File: src/rtl/kim_tty_pkg.sv
// kim_tty_pkg: shared types and constants for the KIM-1 teletype bridge.
//   rx_state_t / tx_state_t : serial frame FSM states (idle, start, data, stop)
//   DATA_BITS               : data bits per frame (no parity)
//   BIT_IDX_W               : width of the data-bit index counters
package kim_tty_pkg;

  localparam int DATA_BITS = 8;
  localparam int BIT_IDX_W = $clog2(DATA_BITS);

  // Enumerators are prefixed because both FSM types share this package scope.
  typedef enum logic [1:0] {
    RX_IDLE,
    RX_START,
    RX_DATA,
    RX_STOP
  } rx_state_t;

  typedef enum logic [1:0] {
    TX_IDLE,
    TX_START,
    TX_DATA,
    TX_STOP
  } tx_state_t;

endpackage

File: src/rtl/kim_bit_timer.sv
// kim_bit_timer: loadable down-counter used for serial bit timing.
//   clk, reset : clock, asynchronous active-low reset
//   load       : start (or restart) a count from load_val
//   load_val   : cycles-minus-one until tc
//   tc         : high for one cycle when a running count reaches 0
// After tc the timer stops unless it is reloaded in the same cycle, so the
// owning FSM never sees a stray terminal count while idle.
module kim_bit_timer #(
  parameter int W = 7
) (
  input  logic         clk,
  input  logic         reset,
  input  logic         load,
  input  logic [W-1:0] load_val,
  output logic         tc
);

  logic [W-1:0] cnt_q, cnt_d;
  logic         run_q, run_d;

  assign tc = run_q && (cnt_q == '0);

  always_comb begin
    cnt_d = cnt_q;
    run_d = run_q;
    if (load) begin
      cnt_d = load_val;
      run_d = 1'b1;
    end else if (run_q) begin
      if (cnt_q == '0) run_d = 1'b0;
      else             cnt_d = cnt_q - 1'b1;
    end
  end

  always_ff @(posedge clk or negedge reset) begin
    if (!reset) begin
      cnt_q <= '0;
      run_q <= 1'b0;
    end else begin
      cnt_q <= cnt_d;
      run_q <= run_d;
    end
  end

endmodule

File: src/rtl/kim_tty_bridge.sv
// kim_tty_bridge: host-side far end of the KIM-1 teletype link.
//   clk, reset        : system clock, asynchronous active-low reset
//   tty_rx            : serial in from KIM-1 TTYO (idle high, asynchronous)
//   tty_tx            : serial out to KIM-1 TTYI (idle high)
//   rx_data/rx_valid  : received byte holding register, consumed on rx_ready
//   rx_ferr           : 1-cycle pulse, stop bit was 0, byte discarded
//   rx_overrun        : 1-cycle pulse, byte completed while register full
//   tx_data/tx_valid  : byte offered for transmission
//   tx_ready/tx_busy  : transmitter idle / frame in progress
// Frames are 8N1 on receive, 8N<STOP_BITS> on transmit, LSB first.
module kim_tty_bridge
  import kim_tty_pkg::*;
#(
  parameter int BIT_CYCLES = 104,
  parameter int STOP_BITS  = 2
) (
  input  logic                 clk,
  input  logic                 reset,
  input  logic                 tty_rx,
  output logic                 tty_tx,
  output logic [DATA_BITS-1:0] rx_data,
  output logic                 rx_valid,
  input  logic                 rx_ready,
  output logic                 rx_ferr,
  output logic                 rx_overrun,
  input  logic [DATA_BITS-1:0] tx_data,
  input  logic                 tx_valid,
  output logic                 tx_ready,
  output logic                 tx_busy
);

  localparam int CNT_W = $clog2(BIT_CYCLES);
  localparam logic [CNT_W-1:0]     FULL_LD   = CNT_W'(BIT_CYCLES - 1);
  localparam logic [CNT_W-1:0]     HALF_LD   = CNT_W'(BIT_CYCLES / 2 - 1);
  localparam logic [BIT_IDX_W-1:0] LAST_BIT  = BIT_IDX_W'(DATA_BITS - 1);
  localparam logic                 LAST_STOP = 1'(STOP_BITS - 1);

  // ---------------------------------------------------------------- RX ----
  // Two-flop synchroniser plus one history flop for edge detection; all
  // preset high so reset release never looks like a start edge.
  logic rx_s1_q, rx_s2_q, rx_prev_q;

  always_ff @(posedge clk or negedge reset) begin
    if (!reset) begin
      rx_s1_q   <= 1'b1;
      rx_s2_q   <= 1'b1;
      rx_prev_q <= 1'b1;
    end else begin
      rx_s1_q   <= tty_rx;
      rx_s2_q   <= rx_s1_q;
      rx_prev_q <= rx_s2_q;
    end
  end

  rx_state_t              rx_state_q, rx_state_d;
  logic [DATA_BITS-1:0]   rx_sh_q, rx_sh_d;
  logic [BIT_IDX_W-1:0]   rx_bit_q, rx_bit_d;
  logic [DATA_BITS-1:0]   rx_data_q, rx_data_d;
  logic                   rx_valid_q, rx_valid_d;
  logic                   rx_ferr_q, rx_ferr_d;
  logic                   rx_ovr_q, rx_ovr_d;
  logic                   rx_ld, rx_tc, rx_done;
  logic [CNT_W-1:0]       rx_ld_val;

  kim_bit_timer #(.W(CNT_W)) u_rx_timer (
    .clk      (clk),
    .reset    (reset),
    .load     (rx_ld),
    .load_val (rx_ld_val),
    .tc       (rx_tc)
  );

  always_comb begin
    rx_state_d = rx_state_q;
    rx_sh_d    = rx_sh_q;
    rx_bit_d   = rx_bit_q;
    rx_ld      = 1'b0;
    rx_ld_val  = FULL_LD;
    rx_done    = 1'b0;
    rx_ferr_d  = 1'b0;
    case (rx_state_q)
      RX_IDLE: begin
        // Half-bit delay puts every later sample near mid-bit.
        if (rx_prev_q && !rx_s2_q) begin
          rx_state_d = RX_START;
          rx_ld      = 1'b1;
          rx_ld_val  = HALF_LD;
        end
      end
      RX_START: begin
        if (rx_tc) begin
          if (rx_s2_q) begin
            rx_state_d = RX_IDLE;          // glitch, not a real start bit
          end else begin
            rx_state_d = RX_DATA;
            rx_bit_d   = '0;
            rx_ld      = 1'b1;
          end
        end
      end
      RX_DATA: begin
        if (rx_tc) begin
          rx_sh_d = {rx_s2_q, rx_sh_q[DATA_BITS-1:1]};
          rx_ld   = 1'b1;
          if (rx_bit_q == LAST_BIT) rx_state_d = RX_STOP;
          else                      rx_bit_d   = rx_bit_q + 1'b1;
        end
      end
      RX_STOP: begin
        if (rx_tc) begin
          rx_state_d = RX_IDLE;
          if (rx_s2_q) rx_done   = 1'b1;
          else         rx_ferr_d = 1'b1;
        end
      end
      default: rx_state_d = RX_IDLE;
    endcase
  end

  // Holding register: a simultaneous consume makes room for the new byte.
  always_comb begin
    rx_data_d  = rx_data_q;
    rx_valid_d = rx_valid_q;
    rx_ovr_d   = 1'b0;
    if (rx_done) begin
      if (!rx_valid_q || rx_ready) begin
        rx_data_d  = rx_sh_q;
        rx_valid_d = 1'b1;
      end else begin
        rx_ovr_d = 1'b1;
      end
    end else if (rx_valid_q && rx_ready) begin
      rx_valid_d = 1'b0;
    end
  end

  always_ff @(posedge clk or negedge reset) begin
    if (!reset) begin
      rx_state_q <= RX_IDLE;
      rx_sh_q    <= '0;
      rx_bit_q   <= '0;
      rx_data_q  <= '0;
      rx_valid_q <= 1'b0;
      rx_ferr_q  <= 1'b0;
      rx_ovr_q   <= 1'b0;
    end else begin
      rx_state_q <= rx_state_d;
      rx_sh_q    <= rx_sh_d;
      rx_bit_q   <= rx_bit_d;
      rx_data_q  <= rx_data_d;
      rx_valid_q <= rx_valid_d;
      rx_ferr_q  <= rx_ferr_d;
      rx_ovr_q   <= rx_ovr_d;
    end
  end

  assign rx_data    = rx_data_q;
  assign rx_valid   = rx_valid_q;
  assign rx_ferr    = rx_ferr_q;
  assign rx_overrun = rx_ovr_q;

  // ---------------------------------------------------------------- TX ----
  tx_state_t            tx_state_q, tx_state_d;
  logic [DATA_BITS-1:0] tx_sh_q, tx_sh_d;
  logic [BIT_IDX_W-1:0] tx_bit_q, tx_bit_d;
  logic                 tx_stop_q, tx_stop_d;
  logic                 tty_tx_q, tty_tx_d;
  logic                 tx_ready_q, tx_ready_d;
  logic                 tx_busy_q, tx_busy_d;
  logic                 tx_ld, tx_tc;

  kim_bit_timer #(.W(CNT_W)) u_tx_timer (
    .clk      (clk),
    .reset    (reset),
    .load     (tx_ld),
    .load_val (FULL_LD),
    .tc       (tx_tc)
  );

  // The line level is registered and changes on the same edge the timer is
  // reloaded, so every bit lasts exactly BIT_CYCLES.
  always_comb begin
    tx_state_d = tx_state_q;
    tx_sh_d    = tx_sh_q;
    tx_bit_d   = tx_bit_q;
    tx_stop_d  = tx_stop_q;
    tty_tx_d   = tty_tx_q;
    tx_ready_d = tx_ready_q;
    tx_busy_d  = tx_busy_q;
    tx_ld      = 1'b0;
    case (tx_state_q)
      TX_IDLE: begin
        if (tx_valid) begin
          tx_state_d = TX_START;
          tx_sh_d    = tx_data;
          tty_tx_d   = 1'b0;
          tx_ready_d = 1'b0;
          tx_busy_d  = 1'b1;
          tx_ld      = 1'b1;
        end
      end
      TX_START: begin
        if (tx_tc) begin
          tx_state_d = TX_DATA;
          tty_tx_d   = tx_sh_q[0];
          tx_sh_d    = tx_sh_q >> 1;
          tx_bit_d   = '0;
          tx_ld      = 1'b1;
        end
      end
      TX_DATA: begin
        if (tx_tc) begin
          tx_ld = 1'b1;
          if (tx_bit_q == LAST_BIT) begin
            tx_state_d = TX_STOP;
            tty_tx_d   = 1'b1;
            tx_stop_d  = 1'b0;
          end else begin
            tty_tx_d = tx_sh_q[0];
            tx_sh_d  = tx_sh_q >> 1;
            tx_bit_d = tx_bit_q + 1'b1;
          end
        end
      end
      TX_STOP: begin
        if (tx_tc) begin
          if (tx_stop_q == LAST_STOP) begin
            tx_state_d = TX_IDLE;
            tx_ready_d = 1'b1;
            tx_busy_d  = 1'b0;
          end else begin
            tx_stop_d = tx_stop_q + 1'b1;
            tx_ld     = 1'b1;
          end
        end
      end
      default: tx_state_d = TX_IDLE;
    endcase
  end

  always_ff @(posedge clk or negedge reset) begin
    if (!reset) begin
      tx_state_q <= TX_IDLE;
      tx_sh_q    <= '0;
      tx_bit_q   <= '0;
      tx_stop_q  <= 1'b0;
      tty_tx_q   <= 1'b1;
      tx_ready_q <= 1'b1;
      tx_busy_q  <= 1'b0;
    end else begin
      tx_state_q <= tx_state_d;
      tx_sh_q    <= tx_sh_d;
      tx_bit_q   <= tx_bit_d;
      tx_stop_q  <= tx_stop_d;
      tty_tx_q   <= tty_tx_d;
      tx_ready_q <= tx_ready_d;
      tx_busy_q  <= tx_busy_d;
    end
  end

  assign tty_tx   = tty_tx_q;
  assign tx_ready = tx_ready_q;
  assign tx_busy  = tx_busy_q;

endmodule

File: config.mk
export PLATFORM = sky130hd
export DESIGN_NAME = kim_tty_bridge
export DESIGN_NICKNAME = d
export VERILOG_FILES = /design/src/rtl/kim_tty_pkg.sv /design/src/rtl/kim_bit_timer.sv /design/src/rtl/kim_tty_bridge.sv
export SDC_FILE = /design/constraint.sdc
export NUM_CORES = 1
export LEC_CHECK = 0
export CAP_MARGIN = 20
export CORE_MARGIN = 2
export CORE_UTILIZATION = 50
export CTS_CLUSTER_SIZE = 20
export DETAILED_ROUTE_END_ITERATION = 12
export HOLD_SLACK_MARGIN = 0.08
export PLACE_DENSITY = 0.67
export SYNTH_ARGS = -nofsm -noshare
export SYNTH_HDL_FRONTEND = slang
export SYNTH_SLANG_ARGS = --single-unit
export TNS_END_PERCENT = 30
File: constraint.sdc
create_clock -name clk -period 2.2 [get_ports clk]
set_input_delay 0.22 -clock clk [delete_from_list [all_inputs] [get_ports clk]]
set_output_delay 0.22 -clock clk [all_outputs]
set_load 0.005 [all_outputs]
==> results.json, run 1 <==
{
  "clk_pin_slew_ps": 70,
  "synthArstFlopShare": 1.00,
  "avgSynthCellArea_sq_um": 11.2,
  "rows": 28,
  "area_growth_pct": 21.1,
  "synth.most_common_cell": "dfrtp_1",
  "worstPathCellList": "inv_1, ha_1, or4b_1, nor3_1, nand2_2, mux2_2",
  "seq_area_sq_um": 1510,
  "postCtsSetupBuffers": 0,
  "drv_slew": 0,
  "p_sw_mw": 0.823,
  "numCtsBuffers": 9,
  "placed_area_sq_um": 3420,
  "startpoint_type": "register",
  "drt_pass1_iterations": 4,
  "grt_usage": 0.185,
  "ioPinCount": 27,
  "grt_pass1_vias": 2100,
  "intPower_mw": 2.18,
  "ir_drop_mv": 0.608,
  "grt_antenna_before_repair": 0,
  "clock-sinks": 60,
  "synth_top_area_frac": 0.453,
  "instances_no_fill": 390,
  "wire_per_inst_um": 14.3,
  "outcome": "complete, no violations",
  "overflow": 0,
  "worst_slack_ps": 157,
  "post-route-util": 0.625,
  "finClkSkew_ps": 12.0,
  "synthTopCellsByArea": "dfrtp_1 45%, mux2_2 12%, ha_1 5.4%, dfstp_2 4.3%, nand2_1 3.3%",
  "cap_viol_max_count": 0,
  "grtUsageMet2": 0.285,
  "clockRootBuffer": "clkbuf_8",
  "period_minus_slack_ps": 2040,
  "grtUsageMet1": 0.242,
  "synthesis.area_sq_um": 3040,
  "gp_congestion": 0.880,
  "cts_tree": "done",
  "synthTopCellsByCount": "55 x dfrtp_1, 32 x mux2_2, 27 x nand2_1",
  "max_freq_mhz": 489,
  "ant_nets": 0,
  "worst-endpoint-required_ps": 2410,
  "rsz0062_at_grt": "false",
  "finalInstanceArea_sq_um": 3680,
  "cp_max_fo": 8,
  "coreArea_sq_um": 5890,
  "whs_ps": 291,
  "wirelength_um": 5590,
  "worstPathArrival_ps": 2260,
  "worstSkewPairLatency_ps": 340,
  "criticalPathCategory": "reg -> reg",
  "power.density_nw_per_um2": 816,
  "synth_nets": 297,
  "multiInputGateArea_sq_um": 1460,
  "hp-class": "in -> reg",
  "fill_cells": 486,
  "port_buffers": 26,
  "period_share": 0.929,
  "p_seq_frac": 0.444,
  "nNetsFinal": 336,
  "fin_setup_tns_ps": 0,
  "p_sw_frac": 0.274,
  "synth_warnings": 0,
  "viasPerCell": 5.56,
  "cpPeakStageDelay_ps": 470,
  "yosysTopAreaCell": "dfrtp_1",
  "drive_above_1_share": 0.225,
  "finalSetupViolations": 0,
  "drc": 0,
  "synth_flop_cell": "dfrtp_1",
  "grt-busiest-layer": "met2",
  "synthCells": 271,
  "die_area_sq_um": 6710,
  "synth-seq-cells": 60,
  "synth_edf_count": 0,
  "power_frac_comb": 0.148,
  "vias": 2167,
  "cts_buffer_depth": 2,
  "finalHoldViolCount": 0,
  "diodes": 0,
  "dp_hpwl_um": 3890,
  "grt_start_max_net_pins": 61,
  "synth.distinct_cells": 56,
  "htreeDepth": 3,
  "drt_iter0_markers": 80,
  "power_mw": 3.00,
  "place_inst": 373,
  "cp_slowest_cell": "or4b_1",
  "ys_seq_area_frac": 0.496,
  "grt_pass1_wl_um": 9340,
  "tightest_slew_ps": 683,
  "die_w_um": 81.9,
  "die_h_um": 81.9,
  "initial_core_util": 0.516,
  "dp_slack_ps": 170,
  "slew_headroom": 0.538,
  "endpoint_kind": "register",
  "p_clk_frac": 0.407,
  "globalRouteMet3Util": 0.0407,
  "leakage_nw": 1.61
}
==> cells by family (layout without fill, tap and decap cells) <==
| family | count (synthesis) | after routing | share of synthesized area |
|---|---|---|---|
| DFF | 60 | 60 | 0.496 |
| and+or+nand+nor | 94 | 94 | 0.176 |
| xor gates and xnor gates | 4 | 4 | 0.0115 |
| adders and majority gates | 13 | 13 | 0.0536 |
| AOI/OAI and AO/OA | 50 | 50 | 0.110 |
| buffers and inverters | 15 | 59 | 0.0239 |
| muxes | 35 | 35 | 0.129 |
==> worst max-delay path, delay by kind of cell (launching register included) <==
| family | cells | cell delay (ps) |
|---|---|---|
| buffers and inverters | 1 | 110 |
| and+or+nand+nor | 3 | 880 |
| muxes | 1 | 310 |
| DFF | 1 | 370 |
| adders and majority gates | 1 | 250 |
==> final timing paths <==
check | cells past startpoint | end | slack (ps) | start
hold / removal | 1 | rx_s1_q$_DFF_PN1_ | 290 | tty_rx
setup reg to reg | 6 | rx_data[0]$_DFFE_PN0P_ | 160 | u_rx_timer.cnt_q[0]$_DFFE_PN0P_
hold reg to reg | 0 | rx_s2_q$_DFF_PN1_ | 360 | rx_s1_q$_DFF_PN1_
max in group asynchronous | 3 | rx_s2_q$_DFF_PN1_ | 1460 | reset
setup / recovery | 6 | rx_data[0]$_DFFE_PN0P_ | 160 | u_rx_timer.cnt_q[0]$_DFFE_PN0P_
min in group asynchronous | 3 | u_tx_timer.cnt_q[5]$_DFFE_PN0P_ | 420 | reset
==> power groups by stage <==
stage                     combinational (mW)  sequential (mW)  clock, mW
final                                  0.446             1.33       1.22
after global placement                 0.441             1.35          0
after detailed placement               0.446             1.35          0
after CTS                              0.453             1.33       1.26
after global routing                   0.508             1.35       1.30
after floorplan                        0.355             1.28          0
==> flip-flops by register name, summed over array words and instances (netlist names), 2 cells and up, named ones only <==
register	cells
rx_bit_q	3
rx_data	8
tx_sh_q	8
tx_state_q	2
tx_bit_q	3
rx_sh_q	8
u_rx_timer.cnt_q	7
u_tx_timer.cnt_q	7
==> final cells by class <==
class,count,area share
clock inverter,7,0.0337
clock buffer,9,0.0337
sequential,60,0.410
inverter,8,0.00817
tap,75,0.0255
multi-input combinational,196,0.397
timing repair buffer,35,0.0919
==> layout by cell type, fill, tap and decap left out, types with 4 or more instances in the layout <==
cell	instances
buf_4	7
dfstp_2	5
mux2_2	32
nand3_1	7
o21ai_0	11
nor2_1	10
clkbuf_8	9
a21oi_1	10
o22ai_1	4
dfrtp_1	55
nor3_1	8
nor2b_1	7
o211ai_1	4
or3_1	5
ha_1	13
nand2_1	27
inv_1	8
nand2b_1	7
clkdlybuf4s50_1	25
==> what timing repair did <==
item | CTS | global route
endpoints found under the hold margin | 55 | 0
setup endpoints to repair | 0 | 1
hold buffers | 1 | 0
resized for setup | 0 | 1
==> routing by layer <==
metal  vias to the layer above  share of wire
met2                        45           0.47
met4                         0          0.015
met3                         9          0.032
met1                      1038           0.48
li1                       1075              -
met5                         -              0
No activity file was read; power rests on OpenSTA's default activity.
==> run 2: changes to the inputs <==
- SLEW_MARGIN: default -> 25
==> results of run 2 <==
Same layout as run 1: the final DEF is identical, and so are final timing and power.
==> run 3: changes to the inputs <==
- SLEW_MARGIN: 25 -> default
==> results of run 3 <==
Same layout as run 1: the final DEF is identical, and so are final timing and power.
